**src/rtl/mem_access_stage.sv**
```systemverilog
// ---------------------------------------------------------------------------
// mem_access_stage
//
// Memory-access pipeline stage sitting right after execute. Issues loads and
// stores on a ready/valid data bus, aligns store byte lanes, extracts and
// sign/zero-extends load data, and registers the selected result for
// writeback. Upstream is stalled while a bus access is outstanding; an
// access that never sees mem_ready is abandoned after TIMEOUT wait cycles.
//
// State table:
//   IDLE | no access outstanding; a new access issues here, zero-wait
//        | completions also finish here
//   WAIT | access issued, waiting for mem_ready; counter tracks wait cycles
//
// Ports:
//   clk, reset          clock, synchronous active-high reset
//   alu_res             address for accesses, otherwise writeback data
//   store_data          rs2 value for stores
//   pc_plus_4           link value for JAL/JALR
//   dr_num, reg_write   destination register and its write enable
//   result_src          00/11 ALU, 01 load data, 10 pc_plus_4
//   mem_write, mem_read store / load instruction (both set = store)
//   funct3              access size and signedness
//   mem_req .. mem_be   data-bus request side
//   mem_rdata, mem_ready data-bus response side
//   stall               freezes upstream stages and PC
//   misalign            one-cycle pulse, misaligned access dropped
//   bus_timeout         one-cycle pulse, access abandoned
//   wb_*                registered writeback fields
//   fwd_data            combinational stage result for forwarding
// ---------------------------------------------------------------------------
module mem_access_stage #(
  parameter int TIMEOUT = 16,
  parameter int CNT_W   = 5
) (
  input  logic        clk,
  input  logic        reset,
  input  logic [31:0] alu_res,
  input  logic [31:0] store_data,
  input  logic [31:0] pc_plus_4,
  input  logic [4:0]  dr_num,
  input  logic [1:0]  result_src,
  input  logic        mem_write,
  input  logic        mem_read,
  input  logic        reg_write,
  input  logic [2:0]  funct3,
  output logic        mem_req,
  output logic        mem_we,
  output logic [31:0] mem_addr,
  output logic [31:0] mem_wdata,
  output logic [3:0]  mem_be,
  input  logic [31:0] mem_rdata,
  input  logic        mem_ready,
  output logic        stall,
  output logic        misalign,
  output logic        bus_timeout,
  output logic [31:0] wb_result,
  output logic [4:0]  wb_dr_num,
  output logic        wb_reg_write,
  output logic [31:0] fwd_data
);

  typedef enum logic {
    S_IDLE = 1'b0,
    S_WAIT = 1'b1
  } state_t;

  state_t           state;
  logic [CNT_W-1:0] cnt;

  logic        access;
  logic        is_b;
  logic        is_h;
  logic        aligned;
  logic        misaligned;
  logic        go;
  logic        at_limit;
  logic        timeout_now;

  logic [3:0]  st_be;
  logic [31:0] st_wdata;
  logic [7:0]  ld_byte;
  logic [15:0] ld_half;
  logic        ld_signed;
  logic [31:0] ld_data;

  // Size decode: anything that is not B/BU or H/HU is handled as a word.
  assign access     = mem_read | mem_write;
  assign is_b       = (funct3 == 3'b000) || (funct3 == 3'b100);
  assign is_h       = (funct3 == 3'b001) || (funct3 == 3'b101);
  assign aligned    = is_b ? 1'b1 :
                      is_h ? ~alu_res[0] :
                             (alu_res[1:0] == 2'b00);
  assign misaligned = access & ~aligned;
  assign go         = access & aligned;

  // Last permitted wait cycle; a ready here still completes the access.
  assign at_limit    = (state == S_WAIT) && (cnt == CNT_W'(TIMEOUT));
  assign timeout_now = go & at_limit & ~mem_ready;

  // Combinational so upstream advances in the same cycle the bus completes.
  assign mem_req = ~reset & go & ~timeout_now;
  assign stall   = ~reset & go & ~mem_ready & ~at_limit;

  // Store lane placement.
  always_comb begin
    st_be    = 4'b1111;
    st_wdata = store_data;
    if (is_b) begin
      st_be    = 4'b0001 << alu_res[1:0];
      st_wdata = {4{store_data[7:0]}};
    end else if (is_h) begin
      st_be    = alu_res[1] ? 4'b1100 : 4'b0011;
      st_wdata = {2{store_data[15:0]}};
    end
  end

  // A request with both read and write set goes out as a store.
  assign mem_we    = mem_req & mem_write;
  assign mem_be    = mem_write ? st_be : 4'b0000;
  assign mem_addr  = {alu_res[31:2], 2'b00};
  assign mem_wdata = st_wdata;

  // Load lane extraction and extension.
  always_comb begin
    case (alu_res[1:0])
      2'd0:    ld_byte = mem_rdata[7:0];
      2'd1:    ld_byte = mem_rdata[15:8];
      2'd2:    ld_byte = mem_rdata[23:16];
      default: ld_byte = mem_rdata[31:24];
    endcase
    ld_half   = alu_res[1] ? mem_rdata[31:16] : mem_rdata[15:0];
    ld_signed = ~funct3[2];
    if (is_b)
      ld_data = {{24{ld_signed & ld_byte[7]}}, ld_byte};
    else if (is_h)
      ld_data = {{16{ld_signed & ld_half[15]}}, ld_half};
    else
      ld_data = mem_rdata;
  end

  always_comb begin
    case (result_src)
      2'b01:   fwd_data = ld_data;
      2'b10:   fwd_data = pc_plus_4;
      default: fwd_data = alu_res;
    endcase
  end

  always_ff @(posedge clk) begin
    if (reset) begin
      state        <= S_IDLE;
      cnt          <= '0;
      wb_result    <= '0;
      wb_dr_num    <= '0;
      wb_reg_write <= 1'b0;
      misalign     <= 1'b0;
      bus_timeout  <= 1'b0;
    end else begin
      case (state)
        S_IDLE: begin
          if (go && !mem_ready) begin
            state <= S_WAIT;
            cnt   <= CNT_W'(1);
          end
        end
        S_WAIT: begin
          // Leaving on !go only guards against an upstream that ignored stall.
          if (!go || mem_ready || at_limit) begin
            state <= S_IDLE;
            cnt   <= '0;
          end else begin
            cnt <= cnt + CNT_W'(1);
          end
        end
        default: begin
          state <= S_IDLE;
          cnt   <= '0;
        end
      endcase

      misalign    <= misaligned;
      bus_timeout <= timeout_now;

      if (stall) begin
        wb_reg_write <= 1'b0;
      end else begin
        wb_result    <= fwd_data;
        wb_dr_num    <= dr_num;
        wb_reg_write <= reg_write & ~misaligned & ~timeout_now;
      end
    end
  end

endmodule
```
**config.mk**
```make
export PLATFORM = sky130hd
export DESIGN_NAME = mem_access_stage
export DESIGN_NICKNAME = d
export VERILOG_FILES = /design/src/rtl/mem_access_stage.sv
export SDC_FILE = /design/constraint.sdc
export NUM_CORES = 1
export LEC_CHECK = 0
export CAP_MARGIN = 20
export CORE_ASPECT_RATIO = 1.5
export CORE_MARGIN = 2
export CORE_UTILIZATION = 32
export DETAILED_ROUTE_END_ITERATION = 16
export GPL_TIMING_DRIVEN = 0
export PLACE_DENSITY = 0.79
export SYNTH_ARGS = -nofsm -noshare
export SYNTH_HDL_FRONTEND = slang
export SYNTH_SLANG_ARGS = --single-unit
```
**constraint.sdc**
```tcl
create_clock -name clk -period 1.75 [get_ports clk]
set_input_delay 0.2625 -clock clk [delete_from_list [all_inputs] [get_ports clk]]
set_output_delay 0.2625 -clock clk [all_outputs]
set_load 0.03 [all_outputs]
```
; ---- Word level (Yosys, flattened, before mapping)
; Cells that the tools add are included.
[classes]
n_addsub = 1
n_eq_ne = 9
n_shift = 1
mux = 19
n_bitwise = 23
n_reduce_logical = 11
[ops]
columns = operator, n
row1 = 32-bit 2-to-1 mux, 4
row2 = 32-bit one-hot mux with 2 select lines, 1
row3 = 8-bit one-hot mux with 3 select lines, 1
row4 = 16-bit 2-to-1 mux, 1
row5 = 4-bit 2-to-1 mux, 4
row6 = 1-bit AND, 13
row7 = 5-bit 2-to-1 mux, 2
row8 = 5-bit one-hot mux with 2 select lines, 1
row9 = 1-bit NOT, 9
row10 = 3-bit equality test (second input constant), 2
row11 = 5-bit by 1-bit adder with 5-bit output (second input constant), 1
row12 = 5-bit equality test (second input constant), 1
row13 = 2-bit by 1-bit equality test with 1-bit output (second input constant), 2
row14 = 2-bit equality test (second input constant), 2
row15 = 1-bit logical OR, 4
row16 = 1-bit 2-to-1 mux, 4
row17 = 1-bit by 2-bit << shifter with 4-bit output (first input constant), 1
row18 = 3-bit by 1-bit equality test with 1-bit output (second input constant), 1
row19 = 3-bit logical NOT, 1
row20 = 1-bit logical AND, 2
row21 = 1-bit logical NOT, 2
row22 = 2-bit logical NOT, 1
row23 = 2-bit != test (second input constant), 1
row24 = 1-bit one-hot mux with 2 select lines, 1
row25 = 2 further kinds, 2
[word_totals]
ff_bits = 46
in_bits = 144
out_inout_bits = 143
word_cells = 71

; ---- Depth between registers and ports, before layout
; Gate-level depths: netlist (run 1).
[depth]
depth_word = 10
ltp_mapped = 8
ltp_nobuf = 7

; ---- Worst setup path before layout (run 1)
; Ideal clock, no wire load.
[synth_timing]
path_type = input to output
from = input funct3[0]
to = output mem_be[3]
t_arrival_ps = 1981
required_ps = 1487
path_slack_ps = -493
stages = 5
path_buffers = 3
cell_sequence = buf_2 > clkbuf_1 > clkbuf_1 > o21ai_0 > a21boi_0
[synth_via]
elab_chain_len = 5
word_cells_on_any_way = 9
cone_classes = 3 x eq/ne / 3 x mux / 3 x reduce/logical
[synth_rtl]
columns = item, line
row1 = start: declaration, 46  ; input logic [2:0] funct3,
row2 = 3-bit by 1-bit equality test with 1-bit output / 3-bit equality test (equally long branches), 90  ; assign is_h = (funct3 == 3'b001) || (funct3 == 3'b101);
row3 = 1-bit logical OR, 90
row4 = 4-bit 2-to-1 mux, 112  ; end else if (is_h) begin
row5 = 4-bit 2-to-1 mux (*), 109  ; if (is_b) begin
row6 = 4-bit 2-to-1 mux (*), 120  ; assign mem_be = mem_write ? st_be : 4'b0000;
row7 = end: declaration, 51  ; output logic [3:0] mem_be,
; Mark *: on every way between the ends. The rest lies on a longest branch, timed or not.

; ---- Worst setup path in the final report (run 1)
[layout_timing]
from = input alu_res[0]
to = output fwd_data[18]
[layout_via]
elab_chain_len = 5
word_cells_on_any_way = 7
cone_classes = 2 x eq/ne / 3 x mux / 1 x bitwise / 1 x reduce/logical
[layout_rtl]
columns = item, line
row1 = start: declaration, 38  ; input logic [31:0] alu_res,
row2 = "2-bit equality test, or another cell as far along", 126  ; case (alu_res[1:0])
row3 = 8-bit one-hot mux with 3 select lines (*), 126
row4 = 1-bit AND (*), 135  ; ld_data = {{24{ld_signed & ld_byte[7]}}, ld_byte};
row5 = 32-bit 2-to-1 mux (*), 134  ; if (is_b)
row6 = 32-bit one-hot mux with 2 select lines (*), 143  ; case (result_src)
row7 = end: declaration, 60  ; output logic [31:0] fwd_data
; Marked as above.

==> impl_metrics.tcl, run 1 <==
set metrics [dict create \
    portBuffers 281 \
    criticalPathCategory "input pin to output port" \
    placed_cells 957 \
    num-nets-final 1027 \
    gp_congestion 0.925 \
    max-vdd-ir-drop_mv 0.457 \
    ys_types 50 \
    yosysWarningCount 0 \
    hpwl_mm 16.2 \
    holdCritPathClass "input pin to flip-flop" \
    tightest_slew_ns 0.666 \
    start_util 0.326 \
    hold_viol 0 \
    antenna_found_initial 1 \
    setup-violations-final 44 \
    crit_path_end_kind "output port" \
    internal_power_mw 3.24 \
    die_w_um 94.1 \
    cap_violations 0 \
    synth-main-ff-cell "dfxtp_1" \
    die_y_um 139 \
    viasPerCell 5.76 \
    stdcell_area_sq_um 8910 \
    drc 0 \
    holdWs_ns 0.387 \
    root_buffer "clkbuf_16" \
    vias 5956 \
    combPwrFrac 0.571 \
    post_drt_wl_per_cell_um 22.8 \
    boundaryPins 287 \
    slew_viol_final 0 \
    placed_area_sq_um 7320 \
    h-tree-depth 2 \
    core_sq_um 12000 \
    syn_to_final_growth_pct 129 \
    netSwitchingPower_mw 2.19 \
    netlist_instances 522 \
    crit_chain "buf_8, mux2_4, a22o_4, a221o_2, buf_4, buf_12, o2111ai_4, nand2_2, buf_6" \
    cts_tree "yes" \
    drtIter0Drc 387 \
    max_freq_ghz 0.451 \
    ys_seq_elements 46 \
    powerDensity_nw_per_um2 609 \
    final_layout_size_suffix_gt1_frac 0.415 \
    cts.clk_slew.worst_paths_ns 0.07 \
    min_period_over_period 1.27 \
    rsz0062_at_grt "yes" \
    wirelength_mm 23.6 \
    seq_area_frac_synth 0.237 \
    critPathArrivalTime_ns 1.95 \
    clock_power_share 0.211 \
    die-area_sq_um 13100 \
    cp.required_ns 1.49 \
    worst_slack_ns -0.465 \
    grt_pass1_vias 5885 \
    synth-edff-count 0 \
    grt_max_degree 16 \
    power_leakage_nw 3.73 \
    final_util 0.746 \
    slew_headroom 0.556 \
    finalClockSkew_ns 0.00773 \
    final_cell_count_no_fill 1034 \
    slowest_delay_ns 0.41 \
    syn_avg_cell_area_sq_um 7.46 \
    clock_latency_ns 0.30 \
    cp_slowest_cell "a221o_2" \
    fin_crit_ns 2.22 \
    async_reset_ff_frac 0 \
    status "finished, violations left" \
    total_power_mw 5.42 \
    rows 49 \
    cts_sinks 46 \
    first_pass_iters 10 \
    cts_hold_buf 0 \
    seq_power_share 0.219 \
    crit_path_max_fanout 5 \
    start_kind "input pin" \
    final_antenna_net_count 0 \
    grt_pass1_wl_mm 32.7 \
    cts.path.max_buffers 2 \
    violations "setup timing" \
    syn-cell-area_sq_um 3890 \
    switching_share 0.403 \
    numCtsBuffers 5 \
    grt_overflow_total 0 \
    grt_use_total 0.320 \
]
==> repair_timing <==
action                                  in CTS  in global routing
cloned                                       3                  0
resized for setup                          578                101
endpoints found under the setup margin     143                 84
setup buffers                               35                 36
pin swaps                                   49                 40
==> power by group through the flow <==
stage	registers, mW	clock network (mW)	logic [mW]
5_1_grt	1.19	1.17	3.21
6_report	1.19	1.14	3.10
2_1_floorplan	1.37	0	1.26
3_3_place_gp	1.20	0	2.54
4_1_cts	1.18	1.14	2.87
3_5_place_dp	1.20	0	2.57
==> layer usage <==
layer,GRT usage,routed length [um],up-vias
met4,0.161,1640,0
li1,-,-,2597
met5,0,0,-
met1,0.346,7990,2848
met3,0.0446,1550,121
met2,0.589,12400,390
==> stage by stage <==
step | TNS, ns | worst slack, ns
6_report | -8.69 | -0.465
5_1_grt | -9.75 | -0.471
4_1_cts | -8.37 | -0.482
3_5_place_dp | -102.02 | -1.56
3_3_place_gp | -97.13 | -1.47
2_1_floorplan | -1.63 | -0.137
==> cells by family after synthesis <==
family,synth area share
AO/OA/AOI/OAI,0.305
adder cells (fa/ha/maj),0.0129
buffers and inverters,0.130
flip-flops,0.237
multiplexers,0.0987
other,0.000963
AND/OR/NAND/NOR,0.215
==> cells in the final DEF, fill, tap and decap left out, drive strengths merged, types with 11 or more instances in the layout <==
| cell | synthesis | layout |
|---|---|---|
| nand2 | 56 | 56 |
| nor2 | 56 | 56 |
| clkdlybuf4s50 | 0 | 158 |
| clkbuf | 29 | 28 |
| o21ai | 24 | 24 |
| o2111ai | 16 | 16 |
| a21oi | 38 | 38 |
| a22oi | 14 | 14 |
| a21o | 16 | 16 |
| nor3 | 11 | 11 |
| mux2 | 27 | 27 |
| dfxtp | 46 | 46 |
| a311oi | 16 | 16 |
| dlygate4sd2 | 0 | 55 |
| nand2b | 21 | 21 |
| buf | 53 | 190 |
==> Yosys cell counts, types with 4 or more instances <==
master     count  area, sq um
a21oi_1       38          190
a21o_1        16          120
inv_1          7         26.3
buf_4         40          300
nor2b_1        5         31.3
a22oi_1       14          105
nand3_1        4         20.0
dfxtp_1       46          921
a31oi_1        7         43.8
ha_1           4         50.1
clkbuf_1      29          109
o31ai_1        7         52.6
buf_2          9         45.0
and3b_1        7         61.3
a32oi_1        6         52.6
o21ai_0       24          120
mux2_2        26          293
a311oi_1      16          140
nor3_1        11         55.1
a22o_1         8         70.1
nand2_1       56          210
a211oi_1       8         60.1
o2111ai_1     15          131
mux2i_1        8         80.1
nor2_1        54          203
nand2b_1      21          131
==> final cells by class <==
class / instances / area [sq um]
repair buffers: 351 / 3440
multi-input cells: 387 / 3390
fillers: 834 / 3040
flip-flops and latches: 46 / 925
plain buffers: 80 / 758
well taps: 153 / 191
clock buffers: 5 / 125
clock inverters: 3 / 43.8
inverters: 8 / 33.8
diodes: 1 / 2.50
==> worst max-delay path: cells and delay by family <==
family	cells	cell delay (ns)
mux	1	0.30
simple gates	1	0.08
buf+inv	4	0.56
compound gates	3	0.74
==> sequential cells by signal (all words and copies together) (netlist names) <==
register / count
wb_dr_num: 5
misalign: 1
cnt: 5
bus_timeout: 1
wb_reg_write: 1
wb_result: 32
state: 1
==> worst paths after layout <==
kind                        end  depth (start not counted)          start  slack, ns
setup / recovery   fwd_data[18]                          9     alu_res[0]      -0.47
hold / removal    wb_result[31]                          3  mem_rdata[31]       0.39
setup reg to reg  wb_result[26]                          9         cnt[1]      -0.03
hold reg to reg    wb_dr_num[3]                          2   wb_dr_num[3]       0.46
Power figures use the tool's default switching activity.
==> run 2, diff against run 1 <==
--- a/config.mk
+++ b/config.mk
@@ -6,7 +6,7 @@
 export NUM_CORES = 1
 export LEC_CHECK = 0
 export CAP_MARGIN = 20
-export CORE_ASPECT_RATIO = 1.5
+export CORE_ASPECT_RATIO = 1.4
 export CORE_MARGIN = 2
 export CORE_UTILIZATION = 32
 export DETAILED_ROUTE_END_ITERATION = 16
==> run 2 against run 1 <==
  * Global-route usage shrank 1.4 points
  * Non-clock buffer count is 23 lower
  * Highest routed layer unchanged
  * Largest power group unchanged
  * Routed wire length is 9.7% lower
  * Sequential power hardly changed
  * The flow still finishes with violations (setup timing)
  * Combinational power shrank 5%
  * Die area barely moved
==> impl_metrics.tcl, run 2 (same netlist as run 1, synthesis figures left out) <==
set metrics [dict create \
    worst_slack_ns -0.468 \
    powerDensity_nw_per_um2 602 \
    largestRegisters "wb_result (32), cnt (5), wb_dr_num (5)" \
    holdCritPathClass "input pin to flip-flop" \
    grt_pass1_vias 5823 \
    wirelength_mm 21.3 \
    final_cell_count_no_fill 1004 \
    first_pass_iters 5 \
    boundaryPins 287 \
    met2_usage 0.588 \
    grt_pass1_wl_mm 31.8 \
    clock_latency_ns 0.29 \
    hold_viol 0 \
    start_kind "input pin" \
    root_buffer "clkbuf_16" \
    slew_headroom 0.586 \
    cts.path.max_buffers 2 \
    violations "setup timing" \
    met1_usage 0.322 \
    criticalPathCategory "input pin to output port" \
    drtIter0Drc 224 \
    r2r_cells 7 \
    vias 5603 \
    busiest_layer "met2" \
    slew_viol_final 0 \
    max_freq_ghz 0.451 \
    grt_max_degree 17 \
    start_util 0.329 \
    insertedDiodeCount 0 \
    numCtsBuffers 5 \
    crit_path_end_kind "output port" \
    rsz0062_at_grt "yes" \
    h-tree-depth 2 \
    gp_congestion 0.930 \
    die-area_sq_um 13100 \
    use_met3 0.0523 \
    r2r_start "cnt[0]" \
    post_drt_wl_per_cell_um 21.2 \
    cp-startpoint "mem_rdata[23]" \
    grt_use_total 0.306 \
    fin_crit_ns 2.22 \
    largest_reg_flops 32 \
    tightest_slew_ns 0.621 \
    final_layout_size_suffix_gt1_frac 0.386 \
    status "finished, violations left" \
    grt_overflow_total 0 \
    cts.clk_slew.worst_paths_ns 0.07 \
    min_period_over_period 1.27 \
    cts_sinks 46 \
    syn_to_final_growth_pct 118 \
    setup-violations-final 41 \
    die_w_um 97.2 \
    hpwl_mm 16.4 \
    core_sq_um 11800 \
    num-nets-final 1004 \
    placed_cells 951 \
    rrSetupSlack_ns 0.15 \
    endpoint "fwd_data[16]" \
    layout_common_cells "clkdlybuf4s50_1, buf_4, buf_6, dlygate4sd2_1, nor2_1" \
    power_leakage_nw 3.54 \
    r2r-end "wb_result[25]" \
    viasPerCell 5.58 \
    portBuffers 281 \
    cts_tree "yes" \
    cap_violations 0 \
    total_power_mw 5.10 \
    antenna_found_initial 0 \
    die_y_um 134 \
    max-vdd-ir-drop_mv 0.466 \
    final_common_cell "clkdlybuf4s50_1" \
    finalClockSkew_ns 0.00745 \
    crit_path_max_fanout 5 \
    critPathArrivalTime_ns 1.96 \
    cts_hold_buf 0 \
    cp.required_ns 1.49 \
    regMostFlops "wb_result" \
    final_antenna_net_count 0 \
    rows 47 \
    drc 0 \
]
[run 2: layout make-up]
class	count	area (sq um)
timing repair buffer	328	3220
fill	917	3340
tap	147	184
buffer	80	719
clock inverter	3	23.8
sequential	46	925
multi-input combinational	387	3250
clock buffer	5	125
inverter	8	33.8
[run 2: where the power goes]
group          total [mW]  switching, mW  internal [mW]
Combinational        2.93           1.58           1.35
Clock               0.992          0.456          0.536
Sequential           1.18         0.0479           1.14
Total                5.10           2.08           3.02
[run 2: per-stage QoR]
step                setup WS [ns]  TNS [ns]  cell area [sq um]  hold WS (ns)  utilization
floorplan                  -0.137     -1.63               4310         0.403            -
global placement            -1.50   -100.14               7310         0.439        0.619
detailed placement          -1.53   -103.07               7310         0.450        0.619
CTS                        -0.491    -11.48               8280         0.433        0.701
global route               -0.495    -10.63               8480         0.447        0.717
finish                     -0.468     -9.40               8480         0.425        0.717
[run 2: metal layers]
| layer | share of wire | up-vias |
|---|---|---|
| li1 | - | 2547 |
| met1 | 0.35 | 2689 |
| met2 | 0.54 | 294 |
| met3 | 0.063 | 73 |
| met4 | 0.051 | 0 |
| met5 | 0 | - |
[run 2: how the worst min path moves through the flow]
stage	from	endpoint	depth (start not counted)
3_5_place_dp	wb_dr_num[0]	wb_dr_num[0]	2
4_1_cts	mem_rdata[31]	wb_result[31]	3
2_1_floorplan	dr_num[0]	wb_dr_num[0]	2
6_report	mem_rdata[31]	wb_result[31]	3
3_3_place_gp	wb_dr_num[1]	wb_dr_num[1]	2
5_1_grt	mem_rdata[31]	wb_result[31]	3
[run 2: critical path, cell delays in order]
cell and delay [ns]:
buf_4 0.13, mux2_4 0.28, a22o_4 0.23, a221o_2 0.43, buf_12 0.16, buf_12 0.14
o2111ai_4 0.07, nand2_2 0.09, buf_6 0.15
[run 2: repair_timing]
item | CTS | global route
endpoints found under the setup margin | 142 | 90
setup buffers | 36 | 12
resized for setup | 554 | 62
pin swaps | 39 | 20
gates cloned | 3 | 0
